**config.mk**
```make
export PLATFORM = sky130hd
export DESIGN_NAME = alu_result_select_pipe
export DESIGN_NICKNAME = d
export VERILOG_FILES = /design/src/rtl/alu_pkg.sv /design/src/rtl/alu_op_decoder.sv /design/src/rtl/alu_result_select_pipe.sv
export SDC_FILE = /design/constraint.sdc
export NUM_CORES = 1
export LEC_CHECK = 0
export CAP_MARGIN = 20
export CORE_MARGIN = 2
export CORE_UTILIZATION = 35
export CTS_CLUSTER_DIAMETER = 60
export DETAILED_ROUTE_END_ITERATION = 7
export PLACE_DENSITY = 0.83
export SLEW_MARGIN = 20
export SYNTH_ARGS = -nofsm -noshare
export SYNTH_HDL_FRONTEND = slang
export SYNTH_SLANG_ARGS = --single-unit
```
**constraint.sdc**
```tcl
create_clock -name clk -period 1.4 [get_ports clk]
set_input_delay 0.21 -clock clk [delete_from_list [all_inputs] [get_ports clk]]
set_output_delay 0.21 -clock clk [all_outputs]
set_load 0.01 [all_outputs]
```
**src/rtl/alu_pkg.sv**
```systemverilog
// Shared ALU definitions: opcode encodings and default datapath geometry.
package alu_pkg;

  localparam int DEF_WIDTH   = 32;
  localparam int DEF_OPW     = 3;
  localparam int DEF_NUM_OPS = 5;

  localparam logic [DEF_OPW-1:0] OP_AND = 3'd0;
  localparam logic [DEF_OPW-1:0] OP_OR  = 3'd1;
  localparam logic [DEF_OPW-1:0] OP_XOR = 3'd2;
  localparam logic [DEF_OPW-1:0] OP_NOR = 3'd3;
  localparam logic [DEF_OPW-1:0] OP_ADD = 3'd4;

endpackage

```
**src/rtl/alu_op_decoder.sv**
```systemverilog
// Opcode to one-hot slot select. Out-of-range opcodes either alias onto the
// last slot (legacy behaviour) or raise illegal with no select line active.
module alu_op_decoder
  import alu_pkg::*;
#(
  parameter int NUM_OPS    = DEF_NUM_OPS,
  parameter int OPW        = DEF_OPW,
  parameter bit ALIAS_HIGH = 1'b1
) (
  input  logic [OPW-1:0]     alu_op,
  output logic [NUM_OPS-1:0] sel,
  output logic               illegal
);

  // Exact-match decode for in-range opcodes, then the out-of-range policy.
  always_comb begin
    sel     = '0;
    illegal = 1'b0;
    for (int k = 0; k < NUM_OPS; k++) begin
      if (alu_op == OPW'(k)) sel[k] = 1'b1;
    end
    if (32'(alu_op) >= NUM_OPS) begin
      if (ALIAS_HIGH) sel[NUM_OPS-1] = 1'b1;
      else            illegal        = 1'b1;
    end
  end

endmodule

```
**src/rtl/alu_result_select_pipe.sv**
```systemverilog
// Registered ALU result selector: one-hot AND-OR select of a candidate
// result, zero/negative flags, single-entry valid/ready output stage and a
// saturating counter of accepted illegal opcodes.
module alu_result_select_pipe
  import alu_pkg::*;
#(
  parameter int WIDTH      = DEF_WIDTH,
  parameter int NUM_OPS    = DEF_NUM_OPS,
  parameter int OPW        = DEF_OPW,
  parameter bit ALIAS_HIGH = 1'b1,
  parameter int ERRW       = 8
) (
  input  logic                     clk,
  input  logic                     rst_n,
  input  logic                     in_valid,
  output logic                     in_ready,
  input  logic [NUM_OPS*WIDTH-1:0] results,
  input  logic [OPW-1:0]           alu_op,
  output logic                     out_valid,
  input  logic                     out_ready,
  output logic [WIDTH-1:0]         out_result,
  output logic                     out_zero,
  output logic                     out_neg,
  output logic                     out_illegal,
  output logic [ERRW-1:0]          illegal_count,
  input  logic                     clear_count
);

  function automatic logic [ERRW-1:0] sat_inc(input logic [ERRW-1:0] v);
    return (&v) ? v : v + ERRW'(1);
  endfunction

  logic [NUM_OPS-1:0] sel_p0;
  logic               illegal_p0;
  logic [WIDTH-1:0]   result_p0;
  logic               zero_p0;
  logic               neg_p0;
  logic               xfer_p0;

  logic               vld_p1;
  logic [WIDTH-1:0]   result_p1;
  logic               zero_p1;
  logic               neg_p1;
  logic               illegal_p1;
  logic [ERRW-1:0]    count_p1;

  // ---- stage p0: decode, select, flags (combinational) ----
  alu_op_decoder #(
    .NUM_OPS   (NUM_OPS),
    .OPW       (OPW),
    .ALIAS_HIGH(ALIAS_HIGH)
  ) u_decoder (
    .alu_op (alu_op),
    .sel    (sel_p0),
    .illegal(illegal_p0)
  );

  // AND-OR select: at most one line is hot, so no priority is implied.
  always_comb begin
    result_p0 = '0;
    for (int k = 0; k < NUM_OPS; k++) begin
      result_p0 = result_p0 | (results[k*WIDTH +: WIDTH] & {WIDTH{sel_p0[k]}});
    end
  end

  assign zero_p0  = (result_p0 == '0);
  assign neg_p0   = result_p0[WIDTH-1];
  assign in_ready = !vld_p1 || out_ready;
  assign xfer_p0  = in_valid && in_ready;

  // ---- stage p1: output register, loaded on transfer, drained on consume ----
  always_ff @(posedge clk or negedge rst_n) begin
    if (!rst_n) begin
      vld_p1     <= 1'b0;
      result_p1  <= '0;
      zero_p1    <= 1'b0;
      neg_p1     <= 1'b0;
      illegal_p1 <= 1'b0;
    end else if (xfer_p0) begin
      vld_p1     <= 1'b1;
      result_p1  <= result_p0;
      zero_p1    <= zero_p0;
      neg_p1     <= neg_p0;
      illegal_p1 <= illegal_p0;
    end else if (out_ready) begin
      vld_p1     <= 1'b0;
    end
  end

  // Illegal-opcode counter: clear has priority over a same-cycle increment.
  always_ff @(posedge clk or negedge rst_n) begin
    if (!rst_n) begin
      count_p1 <= '0;
    end else if (clear_count) begin
      count_p1 <= '0;
    end else if (xfer_p0 && illegal_p0) begin
      count_p1 <= sat_inc(count_p1);
    end
  end

  assign out_valid     = vld_p1;
  assign out_result    = result_p1;
  assign out_zero      = zero_p1;
  assign out_neg       = neg_p1;
  assign out_illegal   = illegal_p1;
  assign illegal_count = count_p1;

endmodule

```
==> results.md, run 1 <==
* Status: finished, violations left
* Failing checks: setup timing
* Slowest-stage cell, CP: mux4_2
* Post-Syn Area at 2840 um^2
* Crit-path max FO at 5
* Asr flop ratio synth at 1.00
* Max Freq at 0.595 GHz
* Largest net degree at the start of global routing at 29
* Initial antenna violation count at 1
* Synth Warn # at 0
* Most common cell after layout, fill and taps aside: clkdlybuf4s50_1
* RSZ-0062 raised after global routing: true
* Fin worst setup slack at -0.282 ns
* Final period util at 1.20
* Clk sinks at 34
* GRT Overall Usage at 0.272
* # port buffers at 202
* Core footprint at 7810 um^2
* Crit start category: input port
* DR vias/cell at 5.42
* Clk slew on worst S/H paths at 0.07 ns
* VDD IR max at 0.380 mV
* Hold crit path type: input port to flip-flop
* # IOs at 213
* Synth unique cells at 37
* Commonest non-fill, non-tap cells in the layout: clkdlybuf4s50_1, dlygate4sd2_1, buf_4
* Worst Skew at 0.00581 ns
* Max-cap violations at 0
* Antenna-violating nets left at 0
* Post-layout min period at 1.68 ns
* Grt total ovfl at 0
* Initial Util at 0.363
* DR WL/cell at 20.1 um
* Seq/Total Area, Yosys at 0.300
* Nets at 722
* Layout cells sized above 1 at 0.247
* Setup Crit Path Kind: input port to flip-flop
* # rows at 32
* Initial DRT Pass Iterations at 5
* WP data arrival at 1.91 ns
* Max Slew Vio Count at 0
* Dominant synthesized flop cell: dfrtp_1
* Crit-path cells: buf_12, buf_12, buf_8, mux4_2, mux2i_2, nand2_1, nor4_2, a32o_2
* Via count at 3558
* Flop and latch count out of synthesis at 34
* Die area at 8840 um^2
* Die width at 94.0 um
* Final Util at 0.740
* Avg Cell Area, Syn at 9.55 um^2
* Final setup vio count at 8
* Die Y at 94.0 um
* EDFF count, synth at 0
* Routed WL at 13200 um
* CP required at 1.63 ns
* First-pass GRT wire length at 18200 um
* TritonCTS clock tree: yes
* # DRC at 0
* Final Hold Viols at 0
* Clk buf depth at 2
* CP dominant cell by count: buf_12
* CTS Buf Count at 5
* CP delay by family, top: multiplexers
* DR iter-0 viols at 210
* Vias in the first global route at 3581
* Dpl ws at -0.682 ns
* Fillers at 521
* Crit path capture type: flip-flop
* Root Driver: clkbuf_8
* Fin Hold WS at 0.325 ns
* Layout area overhead at 104%
* Post-Synthesis Cells at 297
* Worst path max stage delay at 0.53 ns
* Clock insertion delay at the later pin of the skew report at 0.29 ns
* Placer Congestion at 0.886
* H-tree lvl count at 2
* TNS Setup at -0.610 ns
* HPWL Detailed at 9830 um
* LEAKAGE at 2.80 nW
* Pwr/cell area at 642 nW/um^2
* CP Buf/Inv Count at 3
report_power, final:
part           internal (mW)  switching [mW]
Clock                  0.334           0.357
Sequential              1.13          0.0884
Combinational           1.05           0.746
what timing repair did:
action,4_1_cts,5_1_grt
buffers inserted,18,9
hold buffers,1,0
endpoints found under the setup margin,38,22
gates cloned,2,0
hold endpoints to repair,17,0
pin swaps,8,8
gates resized for setup,89,68
final cells by class:
| class | instances | area [um^2] | share of cell area |
|---|---|---|---|
| Inverter | 2 | 10.0 | 0.00173 |
| Sequential cell | 34 | 851 | 0.147 |
| Clock buffer | 5 | 68.8 | 0.0119 |
| Antenna cell | 1 | 2.50 | 0.000433 |
| Multi-Input combinational cell | 237 | 2000 | 0.346 |
| Tap cell | 102 | 128 | 0.0221 |
| Timing Repair Buffer | 274 | 2710 | 0.469 |
| Clock inverter | 2 | 10.0 | 0.00173 |
worst paths after layout:
check                      slack [ns]             end            from  cells after the start
max reg2reg                      0.08        out_zero       out_valid                      5
max in group asynchronous        0.59  out_result[29]           rst_n                      3
min reg2reg                      0.48  out_result[22]  out_result[22]                      2
min                              0.32  out_result[20]    results[148]                      3
min in group asynchronous        0.38   out_result[3]           rst_n                      2
max                             -0.28        out_zero       alu_op[0]                      8
metrics by stage:
step	cells	power [mW]	cell area, um^2
after floorplan	305	1.86	2890
after global placement	629	2.89	5260
after detailed placement	629	2.94	5260
after CTS	655	3.62	5540
after global routing	657	3.87	5780
final	657	3.71	5780
layer usage:
| metal | track usage | wire [um] |
|---|---|---|
| met4 | 0.138 | 920 |
| met1 | 0.323 | 4800 |
| met3 | 0.0385 | 877 |
| met5 | 0 | 0 |
| met2 | 0.476 | 6620 |
worst min-delay path: cells and delay by family:
| family | cells | cell delay, ns |
|---|---|---|
| AO/OA/AOI/OAI | 1 | 0.12 |
| multiplexers | 1 | 0.11 |
| buffers and inverters | 1 | 0.14 |
state kept, by name, indices dropped and copies added (netlist names):
signal	flops
out_result	32
out_valid	1
out_zero	1
cells in the mapped netlist, types with 6 or more instances:
cell type  count  share of area
a31oi_1       15          0.033
mux4_2        20           0.16
buf_4         13          0.034
dfrtp_1       34           0.30
mux2_2         6          0.024
mux2i_1       39           0.14
and2_1        10          0.022
nand2b_1      13          0.029
nor2_1         9          0.012
clkbuf_1      11          0.015
nand2_1       43          0.057
o21ai_0       32          0.056
kinds of logic (layout without fill, tap and decap cells):
family	Yosys count	in the layout	share of synthesized area
mux	65	65	0.320
other cells	1	10	0.00132
simple gates	98	98	0.172
flops	34	34	0.300
compound gates	65	65	0.137
buf+inv	34	283	0.0697
(Power assumes the default switching activity.)
==> inputs of run 2 (changes only) <==
--- a/config.mk
+++ b/config.mk
@@ -8,7 +8,7 @@
 export CAP_MARGIN = 20
 export CORE_MARGIN = 2
 export CORE_UTILIZATION = 35
-export CTS_CLUSTER_DIAMETER = 60
+export CTS_CLUSTER_DIAMETER = 150
 export DETAILED_ROUTE_END_ITERATION = 7
 export PLACE_DENSITY = 0.83
 export SLEW_MARGIN = 20
==> results of run 2 <==
Same layout as run 1: the final DEF is identical, and so are final timing and power.
